### config.mk
export PLATFORM = sky130hd
export DESIGN_NAME = step_risc_core
export DESIGN_NICKNAME = d
export VERILOG_FILES = /design/src/rtl/step_risc_core.sv
export SDC_FILE = /design/constraint.sdc
export NUM_CORES = 2
export LEC_CHECK = 0
export BUFFER_PORTS_ARGS = -buffer_cell sky130_fd_sc_hd__buf_4
export CORE_AREA = 8 8 422 424
export CTS_CLUSTER_SIZE = 30
export DETAILED_ROUTE_END_ITERATION = 10
export DIE_AREA = 0 0 430 432
export PLACE_DENSITY = 0.76
export SLEW_MARGIN = 25
export SYNTH_ARGS = -nofsm -noshare
export SYNTH_HDL_FRONTEND = slang
export SYNTH_SLANG_ARGS = --single-unit
### constraint.sdc
create_clock -name CLK_12MHz -period 18.9 [get_ports CLK_12MHz]
set_input_delay 1.89 -clock CLK_12MHz [delete_from_list [all_inputs] [get_ports CLK_12MHz]]
set_output_delay 1.89 -clock CLK_12MHz [all_outputs]
set_load 0.02 [all_outputs]
### src/rtl/step_risc_core.sv
// step_risc_core: 8-bit, four-register multicycle CPU with run/step/halt
// control, a program-load port, a tick prescaler and a memory-mapped LED byte.
//
// Ports:
//   CLK_12MHz    system clock
//   RESET        synchronous active-high reset (memory contents survive it)
//   run          level, free-run on ticks
//   step         one-clock pulse, executes one instruction while run=0
//   load_we/load_addr/load_data  program-load write, honoured only while stopped
//   dbg_sel      register select for dbg_reg (0=A .. 3=D)
//   led          copy of mem[IO_ADDR]
//   halted       HALT executed
//   busy         an instruction is in progress
//   pc_dbg       current PC
//   dbg_reg      selected register (combinational)
//   instr_count  retired instructions, wraps
module step_risc_core #(
  parameter int MEM_AW     = 8,
  parameter int PRESCALE_W = 11,
  parameter int IO_ADDR    = 255
) (
  input  logic              CLK_12MHz,
  input  logic              RESET,
  input  logic              run,
  input  logic              step,
  input  logic              load_we,
  input  logic [MEM_AW-1:0] load_addr,
  input  logic [7:0]        load_data,
  input  logic [1:0]        dbg_sel,
  output logic [7:0]        led,
  output logic              halted,
  output logic              busy,
  output logic [MEM_AW-1:0] pc_dbg,
  output logic [7:0]        dbg_reg,
  output logic [15:0]       instr_count
);

  localparam logic [MEM_AW-1:0] IO_A = MEM_AW'(IO_ADDR);

  typedef enum logic [2:0] {
    S_IDLE, S_FETCH, S_DECODE, S_EXEC, S_WB, S_HALTED
  } state_t;

  state_t            state;
  logic [MEM_AW-1:0] pc;
  logic [7:0]        ir, rrd, rrs, rrt, res;
  logic [7:0]        rf [4];
  logic [7:0]        mem [2**MEM_AW];
  logic [7:0]        pc_ext;
  logic              tick;
  logic              load_wr, store_wr;
  logic [MEM_AW-1:0] rs_addr;

  // Prescaler: tick on count==0, or every clock when the width is zero.
  if (PRESCALE_W == 0) begin : g_nopre
    assign tick = 1'b1;
  end else begin : g_pre
    logic [PRESCALE_W-1:0] presc;
    always_ff @(posedge CLK_12MHz) begin
      if (RESET) presc <= '0;
      else       presc <= presc + 1'b1;
    end
    assign tick = (presc == '0);
  end

  assign rs_addr = rrs[MEM_AW-1:0];

  always_comb begin
    pc_ext             = '0;
    pc_ext[MEM_AW-1:0] = pc;
  end

  // Loads only while the core is parked; a store is the EXECUTE-tick of op 3.
  assign load_wr  = load_we && ((state == S_IDLE && !run) || state == S_HALTED);
  assign store_wr = !RESET && tick && state == S_EXEC && ir[7:4] == 4'h3;

  // Memory is kept out of the reset path so its contents survive RESET.
  always_ff @(posedge CLK_12MHz) begin
    if (load_wr)       mem[load_addr] <= load_data;
    else if (store_wr) mem[rs_addr]   <= rrd;
  end

  assign pc_dbg  = pc;
  assign dbg_reg = rf[dbg_sel];

  always_ff @(posedge CLK_12MHz) begin
    if (RESET) begin
      state       <= S_IDLE;
      pc          <= '0;
      ir          <= '0;
      rrd         <= '0;
      rrs         <= '0;
      rrt         <= '0;
      res         <= '0;
      led         <= '0;
      halted      <= 1'b0;
      busy        <= 1'b0;
      instr_count <= '0;
      for (int i = 0; i < 4; i++) rf[i] <= '0;
    end else begin
      if (load_wr && load_addr == IO_A) led <= load_data;
      case (state)
        S_IDLE: begin
          // run wins over step; a step start is not tied to a tick.
          if ((run && tick) || (!run && step)) begin
            state <= S_FETCH;
            busy  <= 1'b1;
          end
        end
        S_FETCH: if (tick) begin
          ir    <= mem[pc];
          pc    <= pc + 1'b1;
          state <= S_DECODE;
        end
        S_DECODE: if (tick) begin
          rrd   <= rf[ir[3:2]];
          rrs   <= rf[ir[1:0]];
          rrt   <= rf[ir[5:4]];
          state <= S_EXEC;
        end
        S_EXEC: if (tick) begin
          state <= S_WB;
          case (ir[7:4])
            4'h0: res <= rrd + rrs;
            4'h1: res <= rrd - rrs;
            4'h2: res <= mem[rs_addr];
            4'h3: begin
              if (rs_addr == IO_A) led <= rrd;
              state       <= S_IDLE;
              busy        <= 1'b0;
              instr_count <= instr_count + 1'b1;
            end
            4'h4: begin
              if (rrs == 8'h00 || rrs[7]) pc <= rrd[MEM_AW-1:0];
              state       <= S_IDLE;
              busy        <= 1'b0;
              instr_count <= instr_count + 1'b1;
            end
            4'h5: begin
              // Link value is the already-incremented PC.
              res <= pc_ext;
              pc  <= rrd[MEM_AW-1:0];
            end
            4'h6: begin
              state       <= S_IDLE;
              busy        <= 1'b0;
              instr_count <= instr_count + 1'b1;
            end
            4'h7: begin
              state       <= S_HALTED;
              halted      <= 1'b1;
              busy        <= 1'b0;
              instr_count <= instr_count + 1'b1;
            end
            default: begin
              if (ir[6]) res <= {rrt[7:4], ir[3:0]};  // LLI
              else       res <= {ir[3:0], rrt[3:0]};  // LUI
            end
          endcase
        end
        S_WB: if (tick) begin
          case (ir[7:4])
            4'h0, 4'h1, 4'h2: rf[ir[3:2]] <= res;
            4'h5:             rf[ir[1:0]] <= res;
            default:          if (ir[7]) rf[ir[5:4]] <= res;
          endcase
          state       <= S_IDLE;
          busy        <= 1'b0;
          instr_count <= instr_count + 1'b1;
        end
        S_HALTED: state <= S_HALTED;
        default:  state <= S_IDLE;
      endcase
    end
  end

endmodule
## Yosys cells after proc, flatten, opt, wreduce, memory -nomap -nowiden

Memories as Yosys holds them, arrays and structs flattened. A register that Yosys moved wholly into a read port is not among the register bits.
Index checks and enable logic that the tools add are counted.

- Register bits: 56
- Bits in writable memories: 2080
- Bits of input ports: 23
- Memories kept: 2

- $add $sub $neg: 5
- Eq/ne operators: 22
- Mux-type cells: 63
- Bitwise logic cells: 1
- Reduce and logical (&&, ||, !) cells: 36

Memory list:

| memory | depth | bits a word | rd ports | clocked after memory_dff | wr ports | RTL line | source |
|---|---|---|---|---|---|---|---|
| mem | 256 | 8 | 2 | 1 | 1 | 48 | `logic [7:0] mem [2**MEM_AW];` |
| rf | 4 | 8 | 4 | 3 | 4 | 47 | `logic [7:0] rf [4];` |

Operators with widths:

| cell | count |
|---|---|
| $mux W8 | 14 |
| $mux W16 | 3 |
| $pmux W8 S5 | 1 |
| $pmux W16 S2 | 1 |
| $pmux W8 S2 | 2 |
| $reduce_or A8 Y1 | 4 |
| $mux W1 | 31 |
| $pmux W3 S6 | 1 |
| $add A16 B1 Y16 const B | 1 |
| $eq A4 B3 Y1 const B | 4 |
| $eq A8 B8 Y1 const B | 2 |
| $mux W3 | 5 |
| $reduce_and A5 Y1 | 3 |
| $add A11 B1 Y11 const B | 1 |
| $logic_not A11 Y1 | 1 |
| $ne A2 B2 Y1 const B | 5 |
| $add A8 B1 Y8 const B | 1 |
| $add A8 B8 Y8 | 1 |
| $eq A4 B2 Y1 const B | 2 |
| $logic_and A1 B1 Y1 | 8 |
| $logic_not A8 Y1 | 1 |
| $reduce_or A4 Y1 | 2 |
| $sub A8 B8 Y8 | 1 |
| $eq A3 B2 Y1 const B | 2 |
| other kinds (20) | 30 |

## Longest topological paths before layout

- Word-level depth: 11
- Gate-level depth with buffers: 18
- Gate-level depth less buffers: 13

## Least setup slack after synthesis

No wires, ideal clock.

- Path kind: in2reg
- From: input port RESET
- To: memory mem[0][0] (data pin)
- Library setup time: 2189 ps
- Data arrival time: 12889 ps
- Slack: 3822 ps
- Stages: 5
- Cells stage by stage: or4_1 clkbuf_1 buf_2 clkbuf_1 o21ai_0

- Word-level cells in the longest chain between the ends: 9

RTL lines:

| what | RTL line | source |
|---|---|---|
| start: declaration | 23 | `input logic RESET,` |
| $logic_not A1 Y1 | 75 | `assign store_wr = !RESET && tick && state == S_EXEC && ir[7:4] == 4'h3;` |
| $logic_and A1 B1 Y1 (3 in a row) | 75 |  |
| $mux W1 | 80 | `else if (store_wr) mem[rs_addr] <= rrd;` |
| $mux W1 | 79 | `if (load_wr) mem[load_addr] <= load_data;` |
| $mux W1 (not written as such) | 80 |  |
| $reduce_or A8 Y1 (no source line) | - |  |
| $mux W8 (no source line) | - |  |
| end: declaration | 48 |  |

No other way between the ends.

==> impl_metrics.ini <==
[synthesis]
synth_area_leader_cell = edfxtp_1
yosysWarnings = 0
ys_types = 78
ys_ff_latch = 2168
synthTopCellsByArea = edfxtp_1, mux4_2, dfxtp_1
synthAdderAreaFrac = 0.00179
synth_compound_area_frac = 0.0239
synth_fp_nets = 5251
synth_top_family_by_area = multiplexers
syn_area_mm2 = 0.102
ys.flop_type = edfxtp_1
synth_xor_area_frac = 0.00188
netlist.area_leader.share = 0.611
synthArstFlopShare = 0
syn_inst = 5214
synthMuxAreaShare = 0.288
synthSimpleGateAreaFrac = 0.0364
avgSynthCellArea_um2 = 19.6
synth_edf_count = 2080
ys_seq_area_frac = 0.628

[setup_path]
path_class = flop to flop
slowest_stage = buf_4
slowest_delay_ns = 0.80
worstSetupEndpointType = flop
cp.required_ns = 19.66
cp.buffers_inverters = 4
crit_path_start_kind = flop
crit_family = buffers and inverters
crit_path_frequent_cell = buf_4
crit_chain = buf_12 -> buf_4 -> buf_4 -> buf_4 -> mux4_2 -> mux2i_1 -> nor2_1 -> or4_1 -> a211oi_1 -> o31a_1 -> o21bai_1
crit_path_max_fanout = 130
cp.arrival_ns = 7.28

[timing]
timing.setup.tns_ns = 0
rsz0062_at_grt = false
tightest_slew_ns = 1.19
slew_headroom = 0.207
fin_skew_ns = 0.0415
max_freq_mhz = 154
timing.final.max_slew_violations = 0
hold_viol_final = 0
final.min_clock_period_ns = 6.51
setup_violations = 0
fin_crit_sh = 0.345

[route]
drtIter0Drc = 10800
ant_nets = 0
wirelength_um = 325000
detail_route.vias_per_cell = 7.90
wl_per_cell_um = 42.4
via_count = 60500
drc = 0
dr.pass1.iters = 8

[clock_tree]
post_cts_buffers = 0
post_cts_resize_count = 0
htree_levels = 4
cts-root-buf = clkbuf_16
cts_tree = yes
cts.path.max_buffers = 3
holdBufCountCts = 0
clkSlewWorstSetupHoldPaths_ns = 0.06
cts_sinks = 2168
clock_latency_ns = 0.89
cts_buffers = 214

[finish]
mostFrequentLayoutCell = edfxtp_1
utilization = 0.655
nets = 5254
drive_gt1_frac = 0.342
layout_common_cells = edfxtp_1, mux4_2, nor2_1
syn2layout_area_growth_pct = 9.57

[pwr]
ir_drop_mv = 0.0884
leakagePower_nw = 33.1
p_per_area_mw_per_mm2 = 95.3

[status]
status = completed

[global_route]
track_usage = 0.346
overflow = 0
grt_pass1_vias = 58700
grt_pass1_wl_um = 454000
antenna_found_initial = 22
grt_max_degree = 189

[die]
die_x_um = 430
fp.dieH_um = 432
core-area_mm2 = 0.171
die-area_mm2 = 0.186
core.rowCount = 152
start_util = 0.598
io_pins = 65

[run]
cap_violations = 0

[placed_design]
dp_hpwl_um = 208000
gp_congestion = 1.01
numPortBuffers = 64

[min_path]
min_path_type = flop to flop
==> where the power goes <==
| part | leakage [nW] | internal [mW] | switching [mW] | total, mW |
|---|---|---|---|---|
| clock | 3.45 | 2.43 | 1.91 | 4.33 |
| combinational | 10.2 | 0.434 | 0.611 | 1.05 |
| sequential | 19.5 | 5.27 | 0.0342 | 5.30 |
| total | 33.1 | 8.13 | 2.55 | 10.7 |
==> state kept, by name, summed over array words and instances (netlist names) <==
signal       cells
mem           2048
rf              32
instr_count     16
g_pre.presc     11
ir               8
led              8
pc_dbg           8
res              8
rrd              8
rrs              8
rrt              8
state            3
busy             1
halted           1
==> final timing paths <==
check | start | slack, ns | end | cells past startpoint
worst min register to register | g_pre.presc[0] | 0.47 | g_pre.presc[0] | 1
worst max register to register | pc_dbg[1] | 12.39 | ir[2] | 11
worst min-delay path | g_pre.presc[0] | 0.47 | g_pre.presc[0] | 1
worst max-delay path | pc_dbg[1] | 12.39 | ir[2] | 11
==> layout make-up <==
type,instances,area (µm²)
sequential,2168,64300
fill,11000,58900
multi-input combinational,2615,36200
clock buffer,272,5670
tap,2233,2790
timing repair buffer,196,1600
clock inverter,128,1410
inverter,22,91.3
antenna,24,60.1
==> Yosys cell counts, drive strengths merged (4+ instances only) <==
master,number
edfxtp,2080
mux4,1254
nor2,348
buf,261
nand2,250
clkbuf,148
mux2i,111
dfxtp,88
a21oi,77
o21ai,71
a22oi,53
nand3,53
and2,43
a211oi,27
nor3,26
o22ai,26
inv,20
or3,19
nand4,18
o211ai,17
nor2b,16
a31oi,13
and3,13
ha,13
nand2b,13
xnor2,13
o31ai,11
a221oi,10
mux2,10
nand3b,9
xor2,9
nor4,8
o21a,6
or4,6
a311oi,5
a32oi,5
o2111ai,5
a21o,4
nor4b,4
==> metrics by stage <==
stage / area (µm²) / worst slack [ns] / instances / hold WS, ns / total power, mW
3_5_place_dp: 105000 / 12.09 / 7234 / 0.455 / 6.42
5_1_grt: 112000 / 12.45 / 7635 / 0.488 / 10.9
4_1_cts: 112000 / 12.66 / 7634 / 0.467 / 10.7
3_3_place_gp: 105000 / 12.24 / 7234 / 0.445 / 6.41
2_1_floorplan: 102000 / 3.82 / 5214 / 0.430 / 6.10
6_report: 112000 / 12.39 / 7658 / 0.467 / 10.7
==> routing by layer <==
metal	GRT usage	vias up	wire length (µm)
met1	0.458	31400	107000
met4	0.182	14	21800
met5	0.00282	-	152
met2	0.499	5652	143000
li1	-	22400	-
met3	0.141	1098	52800
==> kinds of logic after synthesis <==
group / count (synthesis)
compound gates: 367
xor+xnor: 22
fa+ha+maj: 14
buf+inv: 431
flops: 2168
mux: 1375
simple gates: 837
Note: power is estimated with default switching activity, not from simulation.
